[src/rtl/mac_seq_if.sv]
// mac_seq port bundle: request/result, operand memory reads and mac drive.
// slave is the sequencer's view; master is the surrounding datapath's view.
interface mac_seq_if #(
  parameter int ADDR_W = 10,
  parameter int ACC_W  = 26
);
  logic              start;
  logic [ADDR_W:0]   len;
  logic [ADDR_W-1:0] base_a;
  logic [ADDR_W-1:0] base_b;
  logic [ADDR_W-1:0] addr_a;
  logic [ADDR_W-1:0] addr_b;
  logic [7:0]        rdata_a;
  logic [7:0]        rdata_b;
  logic [7:0]        a;
  logic [7:0]        b;
  logic              clr_n;
  logic [ACC_W-1:0]  acc;
  logic              busy;
  logic              done;
  logic [ACC_W-1:0]  result;

  modport slave (
    input  start, len, base_a, base_b,
    input  rdata_a, rdata_b, acc,
    output addr_a, addr_b, a, b, clr_n,
    output busy, done, result
  );

  modport master (
    output start, len, base_a, base_b,
    output rdata_a, rdata_b, acc,
    input  addr_a, addr_b, a, b, clr_n,
    input  busy, done, result
  );
endinterface

[src/rtl/mac_seq.sv]
// Dot-product sequencer: clears mac, streams len operand pairs from two
// sync-read memories, then captures the final accumulator into result.
module mac_seq #(
  parameter int ADDR_W = 10,
  parameter int ACC_W  = 26
) (
  input  logic     clk,
  input  logic     rst,
  mac_seq_if.slave io
);

  localparam logic [1:0] IDLE = 2'd0;
  localparam logic [1:0] CLR  = 2'd1;
  localparam logic [1:0] ACC  = 2'd2;
  localparam logic [1:0] CAPT = 2'd3;

  logic [1:0]        state;
  logic [ADDR_W:0]   len_q;
  logic [ADDR_W:0]   cnt;
  logic [ADDR_W:0]   cnt_nx;
  logic [ADDR_W-1:0] addr_a;
  logic [ADDR_W-1:0] addr_b;
  logic              done;
  logic [ACC_W-1:0]  result;

  assign cnt_nx = cnt + 1'b1;

  always_ff @(posedge clk or posedge rst) begin
    if (rst) begin
      state  <= IDLE;
      len_q  <= '0;
      cnt    <= '0;
      addr_a <= '0;
      addr_b <= '0;
      done   <= 1'b0;
      result <= '0;
    end else begin
      done <= 1'b0;
      unique case (state)
        IDLE: begin
          if (io.start && (io.len != '0)) begin
            len_q  <= io.len;
            cnt    <= '0;
            addr_a <= io.base_a;
            addr_b <= io.base_b;
            state  <= CLR;
          end
        end
        CLR: begin
          addr_a <= addr_a + 1'b1;
          addr_b <= addr_b + 1'b1;
          state  <= ACC;
        end
        ACC: begin
          addr_a <= addr_a + 1'b1;
          addr_b <= addr_b + 1'b1;
          cnt    <= cnt_nx;
          if (cnt_nx == len_q)
            state <= CAPT;
        end
        CAPT: begin
          result <= io.acc;
          done   <= 1'b1;
          state  <= IDLE;
        end
        default: state <= IDLE;
      endcase
    end
  end

  // Operands are zero outside ACC so the mac accumulator holds its value.
  assign io.a      = (state == ACC) ? io.rdata_a : 8'd0;
  assign io.b      = (state == ACC) ? io.rdata_b : 8'd0;
  assign io.clr_n  = (state != CLR);
  assign io.busy   = (state != IDLE);
  assign io.addr_a = addr_a;
  assign io.addr_b = addr_b;
  assign io.done   = done;
  assign io.result = result;

endmodule

[src/flat_wrapper.sv]
// flat-port wrapper written by rule: the top's interface ports become plain ports
module mac_seq_flat 
#(
  parameter int ADDR_W = 10,
  parameter int ACC_W  = 26
)
  (clk, rst, io_start, io_len, io_base_a, io_base_b, io_rdata_a, io_rdata_b, io_acc, io_addr_a, io_addr_b, io_a, io_b, io_clr_n, io_busy, io_done, io_result);
  mac_seq_if #(.ADDR_W(ADDR_W), .ACC_W(ACC_W)) io_i ();
  input  logic clk;
  input  logic rst;
  input wire logic [$bits(io_i.start)-1:0] io_start;
  input wire logic [$bits(io_i.len)-1:0] io_len;
  input wire logic [$bits(io_i.base_a)-1:0] io_base_a;
  input wire logic [$bits(io_i.base_b)-1:0] io_base_b;
  input wire logic [$bits(io_i.rdata_a)-1:0] io_rdata_a;
  input wire logic [$bits(io_i.rdata_b)-1:0] io_rdata_b;
  input wire logic [$bits(io_i.acc)-1:0] io_acc;
  output wire logic [$bits(io_i.addr_a)-1:0] io_addr_a;
  output wire logic [$bits(io_i.addr_b)-1:0] io_addr_b;
  output wire logic [$bits(io_i.a)-1:0] io_a;
  output wire logic [$bits(io_i.b)-1:0] io_b;
  output wire logic [$bits(io_i.clr_n)-1:0] io_clr_n;
  output wire logic [$bits(io_i.busy)-1:0] io_busy;
  output wire logic [$bits(io_i.done)-1:0] io_done;
  output wire logic [$bits(io_i.result)-1:0] io_result;
  assign io_i.start = io_start;
  assign io_i.len = io_len;
  assign io_i.base_a = io_base_a;
  assign io_i.base_b = io_base_b;
  assign io_i.rdata_a = io_rdata_a;
  assign io_i.rdata_b = io_rdata_b;
  assign io_i.acc = io_acc;
  assign io_addr_a = io_i.addr_a;
  assign io_addr_b = io_i.addr_b;
  assign io_a = io_i.a;
  assign io_b = io_i.b;
  assign io_clr_n = io_i.clr_n;
  assign io_busy = io_i.busy;
  assign io_done = io_i.done;
  assign io_result = io_i.result;
  mac_seq #(.ADDR_W(ADDR_W), .ACC_W(ACC_W)) u_core (.clk(clk), .rst(rst), .io(io_i));
endmodule
[config.mk]
export PLATFORM = sky130hd
export DESIGN_NAME = mac_seq_flat
export DESIGN_NICKNAME = d
export VERILOG_FILES = /design/src/rtl/mac_seq_if.sv /design/src/rtl/mac_seq.sv /design/src/flat_wrapper.sv
export SDC_FILE = /design/constraint.sdc
export NUM_CORES = 1
export LEC_CHECK = 0
export BUFFER_PORTS_ARGS = -buffer_cell sky130_fd_sc_hd__buf_2
export CAP_MARGIN = 20
export CORE_AREA = 2 2 100 102
export DETAILED_ROUTE_END_ITERATION = 6
export DIE_AREA = 0 0 102 104
export PLACE_DENSITY = 0.66
export SLEW_MARGIN = 5
export SYNTH_ARGS = -nofsm -noshare
export SYNTH_HDL_FRONTEND = slang
export SYNTH_SLANG_ARGS = --single-unit
[constraint.sdc]
create_clock -name clk -period 3 [get_ports clk]
set_clock_uncertainty 0.2 [all_clocks]
set_input_delay 0.15 -clock clk [delete_from_list [all_inputs] [get_ports clk]]
set_output_delay 0.15 -clock clk [all_outputs]
set_load 0.01 [all_outputs]
After elaboration in Yosys (flattened, before gate mapping)
Cells that the tools add are included.
{ "totals": {"word_cells": 40, "inputBits": 76, "ff_bits": 71, "output_inout_bits": 65} }
{ "classes": {"eq_ne": 7, "add_sub_neg": 3, "muxes": 12, "n_reduce_logical": 11} }
{ "op_table": {"columns": ["op", "n"], "rows": [
  ["10-bit one-hot mux with 2 select lines", 2],
  ["11-bit one-hot mux with 2 select lines", 1],
  ["10-bit by 1-bit adder with 10-bit output (second input constant)", 2],
  ["10-bit two-way mux", 2],
  ["8-bit two-way mux", 2],
  ["11-bit by 1-bit adder with 11-bit output (second input constant)", 1],
  ["11-bit equality test", 1],
  ["11-bit two-way mux", 1],
  ["11-bit nonzero test", 1],
  ["2-bit one-hot mux with 4 select lines", 1],
  ["2-bit AND reduction", 4],
  ["2-bit by 1-bit != test with 1-bit output (second input constant)", 3],
  ["2-bit nonzero test", 3],
  ["2-bit equality test (second input constant)", 2],
  ["2-bit two-way mux", 2],
  ["2-bit by 1-bit equality test with 1-bit output (second input constant)", 1],
  ["2-bit logical NOT", 1],
  ["2-bit OR reduction", 1],
  ["1-bit logical AND", 1],
  ["1-bit two-way mux", 1]
]} }

Longest topological paths before layout
{ "depth": {"depth_word": 4, "mapped_depth": 9, "mapped_depth_nobuf": 8} }

Worst setup path before layout
Ideal clock, no wire load.
{ "synth_timing": {"kind": "reg-to-reg", "startpoint": "register u_core.state[0]", "endpoint": "register u_core.addr_a[9], in the netlist u_core.io.addr_a[9]", "synth_period_minus_slack_ns": 2.298, "arrival_time_ns": 1.961, "path_slack_ns": 0.702, "setup_ns": 0.137, "required_time_ns": 2.663, "n_path_buf": 2, "path_stages_with_launch": 10, "path_cell_list": "dfrtp_1 inv_1 ha_1 clkbuf_1 clkinv_1 o21ai_1 clkbuf_1 nand3_1 o21ai_0 a21oi_1"} }
{ "synth_via": {"elab_chain_cells": 4, "elab_cells_between_ends": 8, "classes_between": "eq/ne: 3; mux: 1; reduce/logical: 4"} }
{ "synth_lines": {"columns": ["item", "line", "rtl"], "rows": [
  ["start, declared", "mac_seq.sv:17", "logic [1:0] state;"],
  ["start signal, assigned", "mac_seq.sv:30", "state <= IDLE;"],
  ["start signal, assigned", "mac_seq.sv:46", "state <= CLR;"],
  ["start signal, assigned", "mac_seq.sv:52", "state <= ACC;"],
  ["2-bit by 1-bit equality test with 1-bit output or 2-bit equality test (tied branches)", "mac_seq.sv:39", "unique case (state)"],
  ["2-bit OR reduction (no source line)", null, null],
  ["2-bit nonzero test (no source line)", null, null],
  ["2-bit AND reduction (no source line)", null, null],
  ["end signal, assigned", "mac_seq.sv:44", "addr_a <= io.base_a;"],
  ["end signal, assigned", "mac_seq.sv:50", "addr_a <= addr_a + 1'b1;"],
  ["end signal, assigned", "mac_seq.sv:55", "addr_a <= addr_a + 1'b1;"],
  ["end, declared", "mac_seq.sv:21", "logic [ADDR_W-1:0] addr_a;"]
]} }
Several ways; a longest one is shown, not always the timed one.
A chain may end at the register's enable or synchronous reset.

Final worst setup path
{ "layout_timing": {"startpoint": "input io_len[0]", "endpoint": "register u_core.addr_b[9], in the netlist u_core.io.addr_b[9]"} }
{ "layout_via": {"elab_chain_cells": 4} }
{ "layout_lines": {"columns": ["item", "line", "rtl"], "rows": [
  ["start, declared", "flat_wrapper.sv:12", "input wire logic [$bits(io_i.len)-1:0] io_len;"],
  ["11-bit nonzero test", "mac_seq.sv:41", "if (io.start && (io.len != '0)) begin"],
  ["1-bit logical AND", "mac_seq.sv:41", null],
  ["2-bit by 1-bit != test with 1-bit output (no source line)", null, null],
  ["2-bit AND reduction (no source line)", null, null],
  ["end signal, assigned", "mac_seq.sv:45", "addr_b <= io.base_b;"],
  ["end signal, assigned", "mac_seq.sv:51", "addr_b <= addr_b + 1'b1;"],
  ["end signal, assigned", "mac_seq.sv:56", "addr_b <= addr_b + 1'b1;"],
  ["end, declared", "mac_seq.sv:22", "logic [ADDR_W-1:0] addr_b;"]
]} }
Every way passes these cells.

==> flow_metrics.tcl <==
set metrics [dict create \
    status "complete, no violations" \
    wl_met1_um 4170 \
    crit_family "compound AO/OA/AOI/OAI gates" \
    yosys.area.top_type "dfrtp_1" \
    p_per_area_nw_per_um2 980 \
    start_util 0.387 \
    post_drt_wl_per_cell_um 14.5 \
    fin_setup_tns_ns 0 \
    num_io_pins 141 \
    ys_types 47 \
    hold_path.class "in2async" \
    cts_sinks 71 \
    first_pass_iters 4 \
    total_leakage_power_uw 0.00247 \
    max_slew_margin 0.581 \
    die-area_um2 10600 \
    synth-seq-area-share 0.481 \
    synth_top_area_share 0.481 \
    via_per_inst 5.06 \
    timing.final.crit_share 0.886 \
    layout_common_cells "buf_2, dfrtp_1, dlygate4sd3_1, mux2_2, o21ai_0" \
    min_period_ns 2.66 \
    die_w_um 102 \
    tightest_slew_ns 0.628 \
    drv_slew 0 \
    grt_util_all_layers 0.198 \
    hold_violations 0 \
    hold_ws_ns 0.147 \
    grt_pass1_vias 3576 \
    n_antenna_cell 0 \
    syn_inst 358 \
    grt_max_degree 47 \
    crit_chain "dlygate4sd3_1 > buf_2 > nor4_1 > a311o_1 > buf_4 > a21boi_1 > nor3_1 > a21oi_1 > o21ai_0" \
    dr_wl_met2_um 5020 \
    cts_buffers 9 \
    synth_edf_count 0 \
    dp_hpwl_um 6640 \
    grt-ovfl-total 0 \
    ctsHtreeMaxLevel 3 \
    p_total_uw 5230 \
    coreArea_um2 9550 \
    top_layer "met4" \
    syn-cell-area_um2 3690 \
    final_util 0.559 \
    antenna_left 0 \
    layout-drive-gt1-share 0.380 \
    cp.required_ns 3.03 \
    irDropWorstVdd_uv 539 \
    synth_area_leaders "dfrtp_1, mux2_2, o21ai_0" \
    root_buffer "clkbuf_8" \
    cp_slowest_cell "dlygate4sd3_1" \
    syn_avg_cell_area_um2 10.3 \
    cts_tree "done" \
    crit_type "in2reg" \
    areaGrowthSynthToFinish_pct 44.7 \
    clk_latency_ns 0.35 \
    synth_ff_type "dfrtp_1" \
    wl_um 10100 \
    clkSlewWorstSetupHoldPaths_ns 0.08 \
    finalWeightedCongestion 0.851 \
    worstPathMaxFanout 13 \
    cp.arrival_ns 2.69 \
    routed-via-count 3524 \
    port_buffers 140 \
    place_area_um2 4560 \
    fmax_mhz 376 \
    fin_nets 641 \
    die_h_um 104 \
    setup_viol 0 \
    ctsLongestPathBuffers 2 \
    startpoint_type "input port" \
    drt_iter0_markers 236 \
    drv_cap 0 \
    rows 36 \
    drcViolationCount 0 \
    critPathMaxStageDelay_ns 0.54 \
    async_flop_share 1.00 \
    wl_met3_um 567 \
    path_buf_inv 3 \
    yosys_warnings 0 \
    rsz0062_at_grt "no" \
    antenna_found_initial 0 \
    cp-end-kind "flop" \
    layout_commonest_cell "buf_2" \
    postLayoutCellArea_um2 5340 \
    synth_fp_nets 441 \
    ys_ff_latch 71 \
    grt_pass1_wl_um 16700 \
]
-- cell type report --
class | count | area, um^2
inverter | 10 | 37.5
fill | 827 | 4210
tap | 133 | 166
clock inverter | 5 | 31.3
multi-input combinational | 259 | 1800
timing repair buffer | 207 | 1370
clock buffer | 11 | 151
sequential | 71 | 1780
-- layer usage --
layer	global-route usage	up-vias
met5	0	-
met4	0.0933	0
met3	0.0302	26
met2	0.333	140
met1	0.245	1665
li1	-	1693
-- worst min-delay path: stages --
cell and delay [ns]:
dlygate4sd3_1 0.53, buf_2 0.12, inv_2 0.34
-- where the power goes --
part	switching [uW]	total, uW	internal, uW
clock	372	716	344
sequential	377	1780	1410
combinational	1490	2730	1240
-- per-stage QoR --
step	instances	setup WS [ns]
final	696	0.342
after global routing	696	0.112
after CTS	695	0.380
after detailed placement	621	0.508
after global placement	621	0.549
after floorplan	358	0.702
-- synth_stat cells (3+ instances only) --
| library cell | count |
|---|---|
| xor2_1 | 4 |
| clkbuf_1 | 13 |
| o21ai_0 | 31 |
| a31oi_1 | 3 |
| nand3_1 | 20 |
| a21oi_1 | 29 |
| and3_1 | 9 |
| nand2_1 | 19 |
| mux2_2 | 37 |
| dfrtp_1 | 71 |
| o22ai_1 | 13 |
| inv_1 | 9 |
| o31ai_1 | 3 |
| nand4_1 | 4 |
| nor2_1 | 17 |
| nor3_1 | 4 |
| ha_1 | 7 |
| xnor2_1 | 12 |
| and2_1 | 17 |
-- flip-flops by register name (all words and copies together), names as in the netlist --
register and cells:
u_core.len_q 11, u_core.cnt 11, u_core.state 2, u_core.io.addr_a 10, u_core.io.addr_b 10, u_core.io.done 1
u_core.io.result 26
-- worst paths after layout --
kind | start | end | slack, ns | depth (start not counted)
setup / recovery | io_len[0] | u_core.io.addr_b[9]$_DFFE_PP0P_ | 0.34 | 9
hold / removal | rst | u_core.io.result[2]$_DFFE_PP0P_ | 0.15 | 3
setup reg to reg | u_core.state[0]$_DFFE_PP0P_ | u_core.io.addr_a[7]$_DFFE_PP0P_ | 0.46 | 9
hold reg to reg | u_core.io.result[14]$_DFFE_PP0P_ | u_core.io.result[14]$_DFFE_PP0P_ | 0.30 | 1
max in group asynchronous | rst | u_core.cnt[1]$_DFFE_PP0P_ | 1.72 | 5
min in group clk | io_start | u_core.cnt[2]$_DFFE_PP0P_ | 0.17 | 5
-- logic make-up (layout without fill, tap and decap cells) --
logic type / count (synthesis) / in the layout / synth area share
flops: 71 / 71 / 0.481
simple gates: 106 / 106 / 0.160
compound gates: 91 / 91 / 0.147
buf+inv: 28 / 233 / 0.0312
mux: 39 / 39 / 0.118
fa+ha+maj: 7 / 7 / 0.0237
xor+xnor: 16 / 16 / 0.0380
-- timing repair --
action / CTS / global route
resized for setup: 0 / 0
setup endpoints to repair: 0 / 0
endpoints found under the hold margin: 102 / 0
setup buffers: 0 / 0
hold buffers: 58 / 0
Note: power is estimated with default switching activity, not from simulation.
